$ cat src/rtl/keypad_scanner_pkg.sv
// Shared constants and key-decode helper for the matrix keypad front end.
// Matrix positions are numbered row*4+col, with row 0 holding keys 1 2 3 A.
package keypad_scanner_pkg;

    localparam int         SNAP_W   = 16;
    localparam int         DIGIT_W  = 10;
    localparam logic [3:0] ROW_IDLE = 4'b1111;
    localparam logic [3:0] COL_IDLE = 4'b1111;

    localparam logic [3:0] KEY_1    = 4'd0;
    localparam logic [3:0] KEY_2    = 4'd1;
    localparam logic [3:0] KEY_3    = 4'd2;
    localparam logic [3:0] KEY_A    = 4'd3;
    localparam logic [3:0] KEY_4    = 4'd4;
    localparam logic [3:0] KEY_5    = 4'd5;
    localparam logic [3:0] KEY_6    = 4'd6;
    localparam logic [3:0] KEY_B    = 4'd7;
    localparam logic [3:0] KEY_7    = 4'd8;
    localparam logic [3:0] KEY_8    = 4'd9;
    localparam logic [3:0] KEY_9    = 4'd10;
    localparam logic [3:0] KEY_C    = 4'd11;
    localparam logic [3:0] KEY_STAR = 4'd12;
    localparam logic [3:0] KEY_0    = 4'd13;
    localparam logic [3:0] KEY_HASH = 4'd14;
    localparam logic [3:0] KEY_D    = 4'd15;

    typedef logic [DIGIT_W-1:0] digit_bus_t;

    typedef enum logic [2:0] {
        KIND_NONE,
        KIND_DIGIT,
        KIND_START,
        KIND_STOP,
        KIND_CLEAR
    } key_kind_e;

    typedef struct packed {
        key_kind_e  kind;
        logic [3:0] digit;
    } key_info_t;

    // Star, hash and D are real keys for chord detection but drive nothing.
    function automatic key_info_t decodeKey(input logic [3:0] idx);
        key_info_t k;
        k.kind  = KIND_DIGIT;
        k.digit = 4'd0;
        case (idx)
            KEY_1:    k.digit = 4'd1;
            KEY_2:    k.digit = 4'd2;
            KEY_3:    k.digit = 4'd3;
            KEY_4:    k.digit = 4'd4;
            KEY_5:    k.digit = 4'd5;
            KEY_6:    k.digit = 4'd6;
            KEY_7:    k.digit = 4'd7;
            KEY_8:    k.digit = 4'd8;
            KEY_9:    k.digit = 4'd9;
            KEY_0:    k.digit = 4'd0;
            KEY_A:    k.kind  = KIND_START;
            KEY_B:    k.kind  = KIND_STOP;
            KEY_C:    k.kind  = KIND_CLEAR;
            KEY_STAR, KEY_HASH, KEY_D: k.kind = KIND_NONE;
            default:  k.kind  = KIND_NONE;
        endcase
        return k;
    endfunction

endpackage

$ cat src/rtl/keypad_scanner_if.sv
// Keypad pin side (row drive / column sense) and microwave-core side outputs.
interface keypad_scanner_if;
    import keypad_scanner_pkg::*;

    logic [3:0] col_n;
    logic [3:0] row_n;
    digit_bus_t keypad;
    logic       startn;
    logic       stopn;
    logic       clearn;
    logic       key_strobe;

    modport master (
        input  col_n,
        output row_n, keypad, startn, stopn, clearn, key_strobe
    );

    modport slave (
        output col_n,
        input  row_n, keypad, startn, stopn, clearn, key_strobe
    );

endinterface

$ cat src/rtl/keypad_debounce.sv
// Accepts a full-matrix snapshot once it has been seen STABLE_SCANS times in a row.
module keypad_debounce
    import keypad_scanner_pkg::*;
#(
    parameter int STABLE_SCANS = 2,
    parameter int WIDTH        = SNAP_W
) (
    input  logic             clock,
    input  logic             resetn,
    input  logic             i_valid,
    input  logic [WIDTH-1:0] i_snap,
    output logic [WIDTH-1:0] o_accepted
);

    localparam int CW = $clog2(STABLE_SCANS + 1);

    logic [WIDTH-1:0] r_prev;
    logic [WIDTH-1:0] r_accepted;
    logic [CW-1:0]    r_count;
    logic [CW-1:0]    w_nextCount;

    // Any difference from the previous snapshot restarts the run at one.
    always_comb begin
        w_nextCount = CW'(1);
        if (i_snap == r_prev) begin
            if (r_count >= CW'(STABLE_SCANS)) begin
                w_nextCount = CW'(STABLE_SCANS);
            end else begin
                w_nextCount = r_count + CW'(1);
            end
        end
    end

    always_ff @(posedge clock) begin
        if (!resetn) begin
            r_prev     <= '0;
            r_count    <= '0;
            r_accepted <= '0;
        end else if (i_valid) begin
            r_prev  <= i_snap;
            r_count <= w_nextCount;
            if (w_nextCount == CW'(STABLE_SCANS)) begin
                r_accepted <= i_snap;
            end
        end
    end

    assign o_accepted = r_accepted;

endmodule

$ cat src/rtl/keypad_scanner.sv
// Row scanner, column synchronizer, snapshot builder and key decoder for a 4x4 keypad.
module keypad_scanner
    import keypad_scanner_pkg::*;
#(
    parameter int ROWS         = 4,
    parameter int COLS         = 4,
    parameter int STABLE_SCANS = 2
) (
    input  logic              clock,
    input  logic              resetn,
    keypad_scanner_if.master  bus
);

    localparam int ROW_LAST  = ROWS - 1;
    localparam int SNAP_BITS = ROWS * COLS;

    logic [1:0]                r_rowIdx;
    logic [1:0]                r_rowPipe0;
    logic [1:0]                r_rowPipe1;
    logic [3:0]                r_rowN;
    logic [3:0]                r_colMeta;
    logic [3:0]                r_colSync;
    logic [ROW_LAST*COLS-1:0]  r_snapWork;

    logic                      w_snapValid;
    logic [SNAP_BITS-1:0]      w_snap;
    logic [SNAP_BITS-1:0]      w_accepted;

    logic [4:0]                w_keyCount;
    logic [3:0]                w_idx;
    key_info_t                 w_key;
    logic                      w_valid;

    digit_bus_t                r_keypad;
    logic                      r_startn;
    logic                      r_stopn;
    logic                      r_clearn;
    logic                      r_strobe;
    logic                      r_keyValid;
    logic [3:0]                r_keyIdx;

    // Row index is delayed two cycles so it lines up with the synchronized columns.
    always_ff @(posedge clock) begin
        if (!resetn) begin
            r_rowIdx   <= 2'd0;
            r_rowN     <= {ROW_IDLE[3:1], 1'b0};
            r_rowPipe0 <= 2'(ROW_LAST);
            r_rowPipe1 <= 2'(ROW_LAST - 1);
            r_colMeta  <= COL_IDLE;
            r_colSync  <= COL_IDLE;
            r_snapWork <= '0;
        end else begin
            r_rowIdx   <= (r_rowIdx == 2'(ROW_LAST)) ? 2'd0 : r_rowIdx + 2'd1;
            r_rowN     <= {r_rowN[2:0], r_rowN[3]};
            r_rowPipe0 <= r_rowIdx;
            r_rowPipe1 <= r_rowPipe0;
            r_colMeta  <= bus.col_n;
            r_colSync  <= r_colMeta;
            if (int'(r_rowPipe1) != ROW_LAST) begin
                r_snapWork[int'(r_rowPipe1)*COLS +: COLS] <= ~r_colSync;
            end
        end
    end

    assign w_snapValid = (r_rowPipe1 == 2'(ROW_LAST));
    assign w_snap      = {~r_colSync, r_snapWork};

    keypad_debounce #(
        .STABLE_SCANS (STABLE_SCANS),
        .WIDTH        (SNAP_BITS)
    ) u_debounce (
        .clock      (clock),
        .resetn     (resetn),
        .i_valid    (w_snapValid),
        .i_snap     (w_snap),
        .o_accepted (w_accepted)
    );

    // Only a lone mapped key is reported; empty or chorded states release everything.
    always_comb begin
        w_keyCount = 5'd0;
        w_idx      = 4'd0;
        for (int i = 0; i < SNAP_BITS; i++) begin
            if (w_accepted[i]) begin
                w_keyCount = w_keyCount + 5'd1;
                w_idx      = 4'(i);
            end
        end
        w_key   = decodeKey(w_idx);
        w_valid = (w_keyCount == 5'd1) && (w_key.kind != KIND_NONE);
    end

    always_ff @(posedge clock) begin
        if (!resetn) begin
            r_keypad   <= '0;
            r_startn   <= 1'b1;
            r_stopn    <= 1'b1;
            r_clearn   <= 1'b1;
            r_strobe   <= 1'b0;
            r_keyValid <= 1'b0;
            r_keyIdx   <= 4'd0;
        end else begin
            r_keyValid <= w_valid;
            r_keyIdx   <= w_idx;
            r_strobe   <= w_valid && (!r_keyValid || (r_keyIdx != w_idx));
            r_keypad   <= '0;
            r_startn   <= 1'b1;
            r_stopn    <= 1'b1;
            r_clearn   <= 1'b1;
            if (w_valid) begin
                case (w_key.kind)
                    KIND_DIGIT: r_keypad <= digit_bus_t'(1) << w_key.digit;
                    KIND_START: r_startn <= 1'b0;
                    KIND_STOP:  r_stopn  <= 1'b0;
                    KIND_CLEAR: r_clearn <= 1'b0;
                    default:    r_keypad <= '0;
                endcase
            end
        end
    end

    assign bus.row_n      = r_rowN;
    assign bus.keypad     = r_keypad;
    assign bus.startn     = r_startn;
    assign bus.stopn      = r_stopn;
    assign bus.clearn     = r_clearn;
    assign bus.key_strobe = r_strobe;

endmodule

$ cat src/flat_wrapper.sv
// flat-port wrapper written by rule: the top's interface ports become plain ports
module keypad_scanner_flat import keypad_scanner_pkg::*;
#(
    parameter int ROWS         = 4,
    parameter int COLS         = 4,
    parameter int STABLE_SCANS = 2
)
  (clock, resetn, bus_col_n, bus_row_n, bus_keypad, bus_startn, bus_stopn, bus_clearn, bus_key_strobe);
  keypad_scanner_if bus_i ();
  input  logic clock;
  input  logic resetn;
  input wire logic [$bits(bus_i.col_n)-1:0] bus_col_n;
  output wire logic [$bits(bus_i.row_n)-1:0] bus_row_n;
  output wire logic [$bits(bus_i.keypad)-1:0] bus_keypad;
  output wire logic [$bits(bus_i.startn)-1:0] bus_startn;
  output wire logic [$bits(bus_i.stopn)-1:0] bus_stopn;
  output wire logic [$bits(bus_i.clearn)-1:0] bus_clearn;
  output wire logic [$bits(bus_i.key_strobe)-1:0] bus_key_strobe;
  assign bus_i.col_n = bus_col_n;
  assign bus_row_n = bus_i.row_n;
  assign bus_keypad = bus_i.keypad;
  assign bus_startn = bus_i.startn;
  assign bus_stopn = bus_i.stopn;
  assign bus_clearn = bus_i.clearn;
  assign bus_key_strobe = bus_i.key_strobe;
  keypad_scanner #(.ROWS(ROWS), .COLS(COLS), .STABLE_SCANS(STABLE_SCANS)) u_core (.clock(clock), .resetn(resetn), .bus(bus_i));
endmodule
$ cat config.mk
export PLATFORM = sky130hd
export DESIGN_NAME = keypad_scanner_flat
export DESIGN_NICKNAME = d
export VERILOG_FILES = /design/src/rtl/keypad_scanner_pkg.sv /design/src/rtl/keypad_scanner_if.sv /design/src/rtl/keypad_debounce.sv /design/src/rtl/keypad_scanner.sv /design/src/flat_wrapper.sv
export SDC_FILE = /design/constraint.sdc
export NUM_CORES = 1
export LEC_CHECK = 0
export BUFFER_PORTS_ARGS = -buffer_cell sky130_fd_sc_hd__buf_4
export CAP_MARGIN = 40
export CORE_MARGIN = 5
export CORE_UTILIZATION = 30
export CTS_CLUSTER_DIAMETER = 80
export CTS_CLUSTER_SIZE = 14
export DETAILED_ROUTE_END_ITERATION = 7
export PLACE_DENSITY = 0.47
export SETUP_SLACK_MARGIN = 0.4
export SLEW_MARGIN = 10
export SYNTH_ARGS = -nofsm -noshare
export SYNTH_HDL_FRONTEND = slang
export SYNTH_SLANG_ARGS = --single-unit
$ cat constraint.sdc
create_clock -name clock -period 7.9 [get_ports clock]
set_clock_uncertainty 0.05 [all_clocks]
set_input_delay 2.37 -clock clock [delete_from_list [all_inputs] [get_ports clock]]
set_output_delay 2.37 -clock clock [all_outputs]
set_load 0.01 [all_outputs]
==> results.md <==
* Status: completed
* Synth cell count leaders: dfxtp_1, nand2_1, xnor2_1
* Overall Global Routing Usage at between 10% and 20%
* # port buffers at 23
* Final Setup Violations at 0
* VDD IR max at 0.000113 V
* Nets at 597
* Internal power at 0.685 mW
* Root Buffer: clkbuf_16
* Top_reg_cell synth: dfxtp_1
* #FFs+latches synth at 83
* Tmin final at around 8 ns
* CP dominant cell by count: ha_4
* Worst path slowest cell: dfxtp_2
* Top Usage Layer GRT: met2
* Worst Max-Slew Pin Slew at 0.839 ns
* Fillers at 1,651
* Highest Clock Rate at 129 MHz
* Crit share post-route at 98.4%
* Critical Path AT at roughly 8.0 ns
* Unrepaired setup endpoints after global routing: true
* Static power due to leakage at 2.45 nW
* Worst setup SP type: flip-flop
* Vias in the first global route at between 3,000 and 4,000
* Number of remaining DRC errors at 0
* Clock Path Buffers at 2
* Worst-Skew Late Latency at 0.33 ns
* Worst hold path class: flip-flop to flip-flop
* Layout cells sized above 1 at 23.6%
* Routed WL at 10,900 microns
* Max FO, Critical Path at 5
* Switching Fraction at 22.4%
* Seq/Total Area, Yosys at 33.9%
* Dominant cells by area after synthesis: dfxtp_1, xnor2_1, mux2i_1, ha_1, nand2_1
* Die Footprint at around 0.019 sq mm
* Top-count cell post-synth: dfxtp_1
* Dpl cells at 750
* Die Wd at 138 microns
* Core footprint at approximately 0.016 sq mm
* Number of synthesized flops with an enable pin at 0
* Post-synth ARST share at 0%
* CTS tree: yes
* Gpl congestion at 0.756
* Flop pwr share at 49.7%
* Syn_area_per_cell at around 9.3 sq um
* Pin count of the biggest net entering global routing at 69
* Mapped cell area at 0.00490 sq mm
* Syn. warnings at 0
* Slew HR at between 40% and 50%
* Detail Route Antenna Nets at 0
* Critical path required time at 8.11 ns
* CP Class: flip-flop to flip-flop
* Comb pwr share at about 6.6%
* Post-Syn Nets at 552
* CP max stage delay at between 0.3 and 0.4 ns
* Total number of vias at around 3,700
* Filler-free cell count of the finished design at 793
* TritonCTS Sinks at 83
* Synth cell types at 68
* Cts bufs inserted at 9
* Clk pin slew, worst setup/hold paths at 0.06 ns
* Top cell type's share of synthesized area at 33.9%
* Hpwl dp at 7770 microns
* Initial antenna violation count at 0
* Total global routing overflow at 0
* Pre-antenna DRT Iters at 4
* Final slew viol count at 0
* Crit. End Element: flip-flop
* Vias per cell at 4.66
* Ports at 24
* # rows at 46
* Largest area contributor in the netlist: dfxtp_1
* GRT met1 Usage at 16.8%
* Cells after Synth at 527
* Hold WS at ~0.35 ns
* Post-cts hold buffer count at 0
* Power share of the clock group at 43.7%
* Area growth from synthesis to layout at 22.7%
* # diodes at 0
* H-tree depth at 3
* Initial Util at between 30% and 40%
* M3 GR Usage at 1.64%
* Drt initial violations at 192
* Switching pwr at 0.198 mW
* Max-cap violation count at 0
* Die Span Y at ~140 microns
* Final core utilization at 37.7%
* Fin. Hold Viols at 0
* First-pass GRT wire length at ~18,000 microns
* Drt wl/cell at 13.7 microns
* Met2 Use GR at 19.4%
* PwrDens at 147 mW/mm^2
metal layers:
| layer | share of wire (%) | vias to the layer above |
|---|---|---|
| met2 | 46 | 48 |
| met4 | 1.4 | 0 |
| met3 | 2.3 | 12 |
| li1 | - | 1892 |
| met5 | 0 | - |
| met1 | 50 | 1740 |
worst max-delay path, delay by kind of cell (launching register included):
kind	cells	cell delay, ns
AO/OA/AOI/OAI	10	1.29
adder cells (fa/ha/maj)	13	3.26
AND/OR/NAND/NOR	9	1.02
multiplexers	5	1.36
flip-flops	1	0.35
XOR/XNOR	1	0.14
buffers and inverters	3	0.24
power groups by stage:
stage	Clock [mW]	Combinational (mW)	Sequential [mW]
after detailed placement	0	0.0582	0.448
after floorplan	0	0.0442	0.445
after global routing	0.418	0.0655	0.440
after global placement	0	0.0579	0.448
final	0.386	0.0583	0.439
after CTS	0.400	0.0588	0.439
layout by cell type (no fill, tap or decap), types with 4 or more instances in the layout:
cell type / synthesis / final
o211a_1: 9 / 9
mux2i_1: 28 / 27
ha_1: 19 / 10
ha_4: 0 / 8
a21oi_1: 11 / 9
and2_1: 21 / 21
o21ai_0: 19 / 15
nand2_1: 47 / 44
o22ai_1: 10 / 10
clkbuf_16: 0 / 9
nor2b_1: 28 / 28
nor4_1: 6 / 5
nand4_1: 7 / 7
nor2_1: 30 / 29
xor2_1: 14 / 14
nand2b_1: 17 / 17
nand3_1: 14 / 11
dfxtp_1: 83 / 80
o21ai_1: 2 / 4
buf_4: 0 / 60
nor3_1: 7 / 7
mux2_4: 0 / 4
xnor2_1: 33 / 33
nand3b_1: 4 / 4
inv_1: 24 / 21
kinds of logic (layout without fill, tap and decap cells):
family / count (synthesis) / after routing / synth area share, %
buffers and inverters: 50 / 100 / 4.52
AND/OR/NAND/NOR: 197 / 197 / 21.2
multiplexers: 35 / 35 / 7.79
XOR/XNOR: 64 / 64 / 16.1
flip-flops: 83 / 83 / 33.9
AO/OA/AOI/OAI: 79 / 79 / 11.6
adder cells (fa/ha/maj): 19 / 19 / 4.85
flip-flops by register name, indices dropped and copies added, names as in the netlist:
signal	cells
u_core.u_debounce.r_count	2
u_core.bus.startn	1
u_core.bus.stopn	1
u_core.r_rowPipe0	2
u_core.r_colMeta	4
u_core.r_keyIdx	4
u_core.bus.key_strobe	1
u_core.r_keyValid	1
u_core.u_debounce.r_prev	16
u_core.r_colSync	4
u_core.bus.row_n	4
u_core.r_rowIdx	2
u_core.bus.keypad	10
u_core.r_rowPipe1	2
u_core.u_debounce.o_accepted	16
u_core.r_snapWork	12
u_core.bus.clearn	1
cell type report:
type                            instances  area [sq um]  share of cell area (%)
Timing Repair Buffer                   60           450                    7.50
Inverter                               24          90.1                    1.50
Multi-Input combinational cell        394          3250                    54.1
Sequential cell                        83          1670                    27.7
Tap cell                              216           270                    4.50
Clock inverter                          4          25.0                   0.416
Clock buffer                           12           256                    4.27
path summary, 6_finish.rpt:
kind,cells past startpoint,from,end,slack (ns)
worst min register to register,1,u_core.r_colMeta[3],u_core.r_colSync[3],0.35
worst max-delay path,41,u_core.u_debounce.o_accepted[0],u_core.bus.keypad[6],0.12
worst max register to register,41,u_core.u_debounce.o_accepted[0],u_core.bus.keypad[6],0.12
worst min-delay path,1,u_core.r_colMeta[3],u_core.r_colSync[3],0.35
timing repair:
action / 4_1_cts / 5_1_grt
gates resized for setup: 10 / 12
setup endpoints to repair: 15 / 15
hold endpoints to repair: 0 / 0
buffers inserted: 24 / 3
pin swaps: 14 / 14
stage by stage:
stage	setup slack (ns)	total power, mW	TNS [ns]	instance area [sq um]
detailed placement	-0.214	0.506	-2.08	5430
CTS	0.130	0.897	0	5910
global route	-0.261	0.923	-2.94	6010
floorplan	-0.0240	0.489	-0.0899	5040
finish	0.123	0.883	0	6010
global placement	0.0932	0.505	0	5430
(Power assumes the default switching activity.)
